`src/rtl/alu_result_stage_pkg.sv`:
```
// Shared ALU opcode constants and result-stage FSM state encodings.
// The ALU select decode uses the same opcode values.
package alu_result_stage_pkg;

  localparam int ALU_AND     = 0;
  localparam int ALU_OR      = 1;
  localparam int ALU_ADD     = 11;
  localparam int ALU_SUB     = 12;
  localparam int ALU_MUL     = 13;
  localparam int ALU_DIV     = 14;
  localparam int ALU_OP_LAST = 14;

  localparam logic [1:0] S_IDLE = 2'd0;
  localparam logic [1:0] S_WAIT = 2'd1;
  localparam logic [1:0] S_HOLD = 2'd2;

endpackage

```
`src/rtl/alu_result_stage_settle_cnt.sv`:
```
// Settle-time counter: loads a cycle count, decrements toward zero, flags zero.
module alu_settle_cnt #(
  parameter int WIDTH = 1
) (
  input  logic             clk_i,
  input  logic             rst_i,
  input  logic             load_i,
  input  logic [WIDTH-1:0] load_val_i,
  input  logic             dec_i,
  output logic             zero_o
);

  logic [WIDTH-1:0] cnt_q, cnt_d;

  always_comb begin
    cnt_d = cnt_q;
    if (load_i) begin
      cnt_d = load_val_i;
    end else if (dec_i && (cnt_q != '0)) begin
      cnt_d = cnt_q - WIDTH'(1);
    end
  end

  always_ff @(posedge clk_i or posedge rst_i) begin
    if (rst_i) begin
      cnt_q <= '0;
    end else begin
      cnt_q <= cnt_d;
    end
  end

  assign zero_o = (cnt_q == '0);

endmodule

```
`src/rtl/alu_result_stage.sv`:
```
// ALU capture stage: latch op, wait per-op settle time, register Z, hand off via valid/ready.
// Defining ALU_FLAGS_EN adds registered flag_z/flag_n outputs.
module alu_result_stage
  import alu_result_stage_pkg::*;
#(
  parameter int                    DATA_WIDTH = 32,
  parameter int                    SEL_WIDTH  = 16,
  parameter int                    MUL_CYCLES = 2,
  parameter int                    DIV_CYCLES = 4,
  parameter logic [DATA_WIDTH-1:0] INIT       = '0
) (
  input  logic                  clock,
  input  logic                  clear,
  input  logic                  start,
  input  logic [SEL_WIDTH-1:0]  op_in,
  output logic [SEL_WIDTH-1:0]  alu_sel,
  input  logic [DATA_WIDTH-1:0] zhigh_in,
  input  logic [DATA_WIDTH-1:0] zlow_in,
  output logic                  busy,
  output logic                  z_valid,
  input  logic                  z_ready,
  output logic [DATA_WIDTH-1:0] z_high,
  output logic [DATA_WIDTH-1:0] z_low,
  output logic                  z_hilo,
`ifdef ALU_FLAGS_EN
  output logic                  flag_z,
  output logic                  flag_n,
`endif
  output logic                  z_err
);

  localparam int CNT_MAX = (MUL_CYCLES > DIV_CYCLES) ? MUL_CYCLES : DIV_CYCLES;
  localparam int CNT_W   = (CNT_MAX < 1) ? 1 : $clog2(CNT_MAX + 1);

  logic [1:0]            state_q, state_d;
  logic [SEL_WIDTH-1:0]  op_q, op_d;
  logic [DATA_WIDTH-1:0] z_high_q, z_low_q;
  logic                  z_hilo_q, z_err_q;
  logic                  accept, capture, leave_hold, cnt_zero;
  logic                  op_is_mul, op_is_hilo;
  logic [CNT_W-1:0]      settle_n;

  always_comb begin
    settle_n = '0;
    if (op_in == SEL_WIDTH'(ALU_MUL)) begin
      settle_n = CNT_W'(MUL_CYCLES);
    end else if (op_in == SEL_WIDTH'(ALU_DIV)) begin
      settle_n = CNT_W'(DIV_CYCLES);
    end
  end

  // A new op can be accepted from IDLE, or from HOLD on the same edge the result is taken.
  always_comb begin
    state_d = state_q;
    op_d    = op_q;
    accept  = 1'b0;
    capture = 1'b0;
    case (state_q)
      S_IDLE: accept = start;
      S_WAIT: begin
        if (cnt_zero) begin
          capture = 1'b1;
          state_d = S_HOLD;
        end
      end
      S_HOLD: begin
        if (z_ready) begin
          state_d = S_IDLE;
          accept  = start;
        end
      end
      default: state_d = S_IDLE;
    endcase
    if (accept) begin
      state_d = S_WAIT;
      op_d    = op_in;
    end
  end

  assign leave_hold = (state_q == S_HOLD) && z_ready;
  assign op_is_mul  = (op_q == SEL_WIDTH'(ALU_MUL));
  assign op_is_hilo = op_is_mul || (op_q == SEL_WIDTH'(ALU_DIV));

  alu_settle_cnt #(
    .WIDTH (CNT_W)
  ) u_settle_cnt (
    .clk_i      (clock),
    .rst_i      (clear),
    .load_i     (accept),
    .load_val_i (settle_n),
    .dec_i      (state_q == S_WAIT),
    .zero_o     (cnt_zero)
  );

  always_ff @(posedge clock or posedge clear) begin
    if (clear) begin
      state_q  <= S_IDLE;
      op_q     <= '0;
      z_high_q <= INIT;
      z_low_q  <= INIT;
      z_hilo_q <= 1'b0;
      z_err_q  <= 1'b0;
    end else begin
      state_q <= state_d;
      op_q    <= op_d;
      if (capture) begin
        z_high_q <= zhigh_in;
        z_low_q  <= zlow_in;
        z_hilo_q <= op_is_hilo;
        z_err_q  <= (op_q > SEL_WIDTH'(ALU_OP_LAST));
      end else if (leave_hold) begin
        z_hilo_q <= 1'b0;
        z_err_q  <= 1'b0;
      end
    end
  end

`ifdef ALU_FLAGS_EN
  logic flag_z_q, flag_n_q;

  always_ff @(posedge clock or posedge clear) begin
    if (clear) begin
      flag_z_q <= 1'b0;
      flag_n_q <= 1'b0;
    end else if (capture) begin
      flag_z_q <= op_is_hilo ? ({zhigh_in, zlow_in} == '0) : (zlow_in == '0);
      flag_n_q <= op_is_mul ? zhigh_in[DATA_WIDTH-1] : zlow_in[DATA_WIDTH-1];
    end
  end

  assign flag_z = flag_z_q;
  assign flag_n = flag_n_q;
`endif

  assign alu_sel = op_q;
  assign busy    = (state_q != S_IDLE);
  assign z_valid = (state_q == S_HOLD);
  assign z_high  = z_high_q;
  assign z_low   = z_low_q;
  assign z_hilo  = z_hilo_q;
  assign z_err   = z_err_q;

endmodule

```
`config.mk`:
```
export PLATFORM = sky130hd
export DESIGN_NAME = alu_result_stage
export DESIGN_NICKNAME = d
export VERILOG_FILES = /design/src/rtl/alu_result_stage_pkg.sv /design/src/rtl/alu_result_stage_settle_cnt.sv /design/src/rtl/alu_result_stage.sv
export SDC_FILE = /design/constraint.sdc
export NUM_CORES = 1
export LEC_CHECK = 0
export ABC_CLOCK_PERIOD_IN_PS = 6780
export CORE_MARGIN = 2
export CORE_UTILIZATION = 43
export CTS_CLUSTER_SIZE = 20
export DETAILED_ROUTE_END_ITERATION = 8
export PLACE_DENSITY = 0.86
export SLEW_MARGIN = 0
export SYNTH_ARGS = -nofsm -noshare
export SYNTH_HDL_FRONTEND = slang
export SYNTH_SLANG_ARGS = --single-unit
```
`constraint.sdc`:
```
create_clock -name clock -period 6.78 [get_ports clock]
set_clock_uncertainty 0.2 [all_clocks]
set_input_delay 2.034 -clock clock [delete_from_list [all_inputs] [get_ports clock]]
set_output_delay 2.034 -clock clock [all_outputs]
set_load 0.005 [all_outputs]
```
Word level (Yosys, flattened, before mapping) --
Index checks and enable logic that the tools add are counted. W data, S select, Z words.
Storage, ports and cells: word-level logic and storage cells 43, flip-flop bits (word level) 87, output and inout port bits 84
Cells by class: equal/unequal tests 9, $add $sub $neg 1, reductions and logical operators 10, $lt $le $gt $ge 1, multiplexer cells 15
Operators by type and width (number):
- $eq A16 B4 Y1 const B | 4
- $gt A16 B4 Y1 const B | 1
- $mux W3 | 4
- $mux W1 | 6
- $mux W2 | 3
- $pmux W2 S3 | 1
- $reduce_bool A2 Y1 | 3
- $logic_not A3 Y1 | 1
- $ne A3 B1 Y1 const B | 1
- $ne A3 B3 Y1 const B | 1
- $reduce_and A3 Y1 | 1
- $reduce_bool A3 Y1 | 1
- $sub A3 B1 Y3 const B | 1
- $eq A2 B1 Y1 const B | 1
- $eq A2 B2 Y1 const B | 1
- $logic_and A1 B1 Y1 | 2
- $logic_not A2 Y1 | 1
- $ne A2 B2 Y1 const B | 1
- $pmux W1 S2 | 1
- $logic_or A1 B1 Y1 | 1

Depth between registers and ports, before layout --
depth after elaboration 4, depth in mapped cells 7

Cells and area by module --
From an unflattened synthesis, not the netlist that was laid out.
Second synthesis, totals: cell total of the unflattened synthesis 225, area, all modules 3548.4 um2
Modules (own cells, without submodules):
- alu_result_stage | area an instance 3337.0 um2, instances 1, cells each 205
- alu_settle_cnt | area an instance 211.5 um2, instances 1, cells each 20

Worst setup path before layout --
No wires, ideal clock.
path kind in2reg, start in z_ready, end reg op_q[0], in the netlist alu_sel[0], arrival 3.059 ns, stages 4, path buffers 1, slack 3.396 ns, library setup time 0.125 ns, path through inv_1 > a211oi_1 > buf_2 > mux2_2
On the way: word-level cells in the longest chain between the ends 2
Ends and longest elaborated chain:
- from (decl) | line alu_result_stage.sv:21 | input logic z_ready,
- $mux W1 | line alu_result_stage.sv:67 | if (z_ready) begin
- $pmux W1 S2 | line alu_result_stage.sv:58 | case (state_q)
- to (signal assigned) | line alu_result_stage.sv:105 | op_q <= op_d;
- to (decl) | line alu_result_stage.sv:36 | logic [SEL_WIDTH-1:0] op_q, op_d;
Every way passes these cells. A chain may end at the register's enable or synchronous reset.

Worst setup path after layout --
start reg state_q[0], end out busy
On the way: word-level cells in the longest chain between the ends 1
Ends and longest elaborated chain:
- from (decl) | line alu_result_stage.sv:35 | logic [1:0] state_q, state_d;
- from (signal assigned) | line alu_result_stage.sv:104 | state_q <= state_d;
- $reduce_bool A2 Y1 | line alu_result_stage.sv:136 | assign busy = (state_q != S_IDLE);
- to (decl) | line alu_result_stage.sv:19 | output logic busy,
Every way passes these cells.

==> out/qor.csv <==
metric,value,unit
sequential share of the synthesized area,0.6381,
mean routed wirelength per cell,15.20,um
setup TNS,0,ns
max-cap violations,0,
"Setup violations, final",0,
# rows,32,
main combinational cell family by area after synthesis,multiplexers,
Synth warnings,0,
Synth top area share,0.6381,
peak supply drop,0.2144,mV
synth unique cells,27,
mux cell area share after synthesis,0.2673,
required time of the critical path,4.55,ns
Hold Buf Count CTS,0,
I/O Pins,168,
kind of critical path,flop to output port,
Top Family by Delay on Critical Path,buffers and inverters,
RePlAce Congestion,0.7668,
Worst Setup End Kind,output port,
worst path arrival time,1.57,ns
fin crit period,3.803,ns
clock tree buffer depth,2,
Post-Synth XOR/XNOR Area,0.005134,
register area,0.002177,mm2
post-synthesis instance total,219,
CP cell instances,or2_2 -> clkdlybuf4s50_1,
initial antenna violation count,0,
H-tree depth reported by CTS,3,
Post-Syn Area per Cell,15.58,um2
footprint of the multi-input gates,0.001167,mm2
largest net degree at the start of global routing,88,
final-layout fill cell count,518,
# nets final,477,
initial core utilization,0.4415,
share of layout cells above drive strength 1,0.2608,
"FF+latch count, synth",87,
vias per inst,4.825,
Layout area overhead,59.30,%
"area leader, netlist",dfrtp_1,
power per standard cell area,466.9,mW/mm2
Synth Area in Compound Gates,0.01797,
die area,0.008664,mm2
Final ANT Viol Nets,0,
mapped cell area,0.003412,mm2
Slew @ Worst Pin,1.064,ns
clock sink count,87,
Synth Area in Adders,0.007334,
Finished Core Util,0.7034,
max frequency,263.0,MHz
worst-skew pair later-pin latency,0.33,ns
DR pass1 iterations,4,
post-synthesis simple-gate area fraction,0.04107,
CTS tree,done,
core region area,0.007727,mm2
Critical Path Start Type,flop,
Clock Tree Root,clkbuf_8,
Die Wd,93.08,um
gr usage total,0.1790,
post_cts resized,0,
Vias,2398,
"Clk pin slew, worst setup/hold paths",0.08,ns
Final Hold Vio Count,0,
slowest cell on the critical path,clkdlybuf4s50_1,
Iter 0 DRT Violations,44,
Synth Net Count,305,
total routed wirelength,7556,um
# Post-CTS Setup Buffers,0,
DRC viols,0,
fin crit share,0.5609,
outcome,"finished, final reports clean",
worst hold path class,flop to flop,
synth top area cells,"dfrtp_1 (64%), mux2_2 (27%), nor4_1 (1.1%)",
HPWL Detailed,5579,um
unrepaired setup endpoints after global routing,no,
first-pass GRT wire length,12130,um
CP max stage delay,0.48,ns
IO buf count,167,
grt ovf,0,
Slew Limit Fails,0,
Rel. slew slack,0.2909,
TritonCTS buffer count,9,
Die Span Y,93.08,um
vias in the first global route,2564,
Worst Path Buf+Inv,1,
CP Max Fanout,5,
ANT cells,0,
leakage power,2.218,nW
-- layout make-up --
class,count,share of cell area
Multi-Input combinational cell,117,0.2148
Inverter,6,0.004374
Tap cell,102,0.02348
Timing Repair Buffer,170,0.3117
Sequential cell,87,0.4006
Clock buffer,12,0.02855
Clock inverter,3,0.01657
-- worst paths after layout --
path | startpoint | end | slack, ns | cells after the start
setup / recovery | state_q[0]$_DFFE_PP0P_ | busy | 2.98 | 2
min in group asynchronous | clear | z_low[15]$_DFFE_PP0P_ | 2.15 | 3
setup reg to reg | u_settle_cnt.cnt_q[0]$_DFFE_PP0P_ | z_low[27]$_DFFE_PP0P_ | 4.00 | 5
hold / removal | z_high[4]$_DFFE_PP0P_ | z_high[4]$_DFFE_PP0P_ | 0.30 | 1
max in group asynchronous | clear | z_high[2]$_DFFE_PP0P_ | 3.55 | 3
hold reg to reg | z_high[4]$_DFFE_PP0P_ | z_high[4]$_DFFE_PP0P_ | 0.30 | 1
-- sequential cells by signal, summed over array words and instances, names as in the netlist --
name / cells
z_high: 32
z_low: 32
z_err: 1
alu_sel: 16
state_q: 2
z_hilo: 1
u_settle_cnt.cnt_q: 3
-- layout by cell type, fill, tap and decap left out --
cell / count
or2_2: 2
nor4_1: 6
a21o_1: 1
nand3b_1: 4
nor3b_4: 1
clkinv_2: 1
a21oi_1: 4
buf_4: 3
xor2_1: 1
ha_1: 2
nand2b_1: 1
inv_1: 5
nor2_1: 1
o22ai_1: 2
dfrtp_1: 87
o21ai_1: 1
xnor2_1: 1
nand2_1: 1
nor2b_1: 1
a41oi_1: 1
bufinv_16: 3
nand4_1: 1
nor3_1: 1
nand3_1: 2
a211oi_2: 1
and3_1: 1
clkbuf_8: 11
mux2_2: 81
clkbuf_1: 1
clkdlybuf4s50_1: 167
-- power by group --
part | leakage [nW] | switching (W) | internal [W] | total [W]
combinational | 1.07 | 0.000359 | 0.000807 | 0.00117
sequential | 1.03 | 0.000155 | 0.000786 | 0.000941
clock | 0.123 | 0.000168 | 0.000263 | 0.000431
total | 2.22 | 0.000681 | 0.00186 | 0.00254
-- per-stage QoR --
| step | area [um2] | hold WS [ns] | instances | worst slack [ns] | power, W |
|---|---|---|---|---|---|
| 3_3_place_gp | 5190 | 0.2868 | 482 | 3.038 | 0.002100 |
| 5_1_grt | 5435 | 0.3196 | 497 | 2.884 | 0.002700 |
| 3_5_place_dp | 5190 | 0.2948 | 482 | 2.989 | 0.002137 |
| 6_report | 5435 | 0.3043 | 497 | 2.977 | 0.002537 |
| 2_1_floorplan | 3412 | 0.3053 | 219 | 2.296 | 0.001480 |
| 4_1_cts | 5435 | 0.3116 | 497 | 2.950 | 0.002576 |
-- routing by layer --
| metal | share of wire | routed length (um) | track usage | vias up |
|---|---|---|---|---|
| met3 | 0.068 | 511 | 0.04835 | 15 |
| met5 | 0 | 0 | 0 | - |
| met2 | 0.50 | 3758 | 0.3086 | 101 |
| li1 | - | - | - | 1121 |
| met4 | 0.019 | 140 | 0.06495 | 0 |
| met1 | 0.42 | 3145 | 0.2158 | 1161 |
-- cell families after synthesis --
family / after synthesis
xor gates and xnor gates: 2
muxes: 81
AOI/OAI and AO/OA: 10
and+or+nand+nor: 22
adders and majority gates: 2
buffers and inverters: 15
DFF: 87
-- synthesized netlist by cell type --
cell,instances
a211oi_1,1
mux2_2,81
nor3_1,1
buf_4,2
nor2b_1,1
a21oi_1,4
a41oi_1,1
o22ai_1,2
nor3b_2,1
nand4_1,1
inv_1,6
or2_2,2
nor4_1,6
xor2_1,1
nand2b_1,1
nand2_1,1
nand3b_1,4
dfrtp_1,87
and3_1,1
ha_1,2
nor2_1,1
a21o_1,1
nand3_1,2
buf_6,1
xnor2_1,1
o21ai_1,1
buf_2,6
Note: power is estimated with default switching activity, not from simulation.
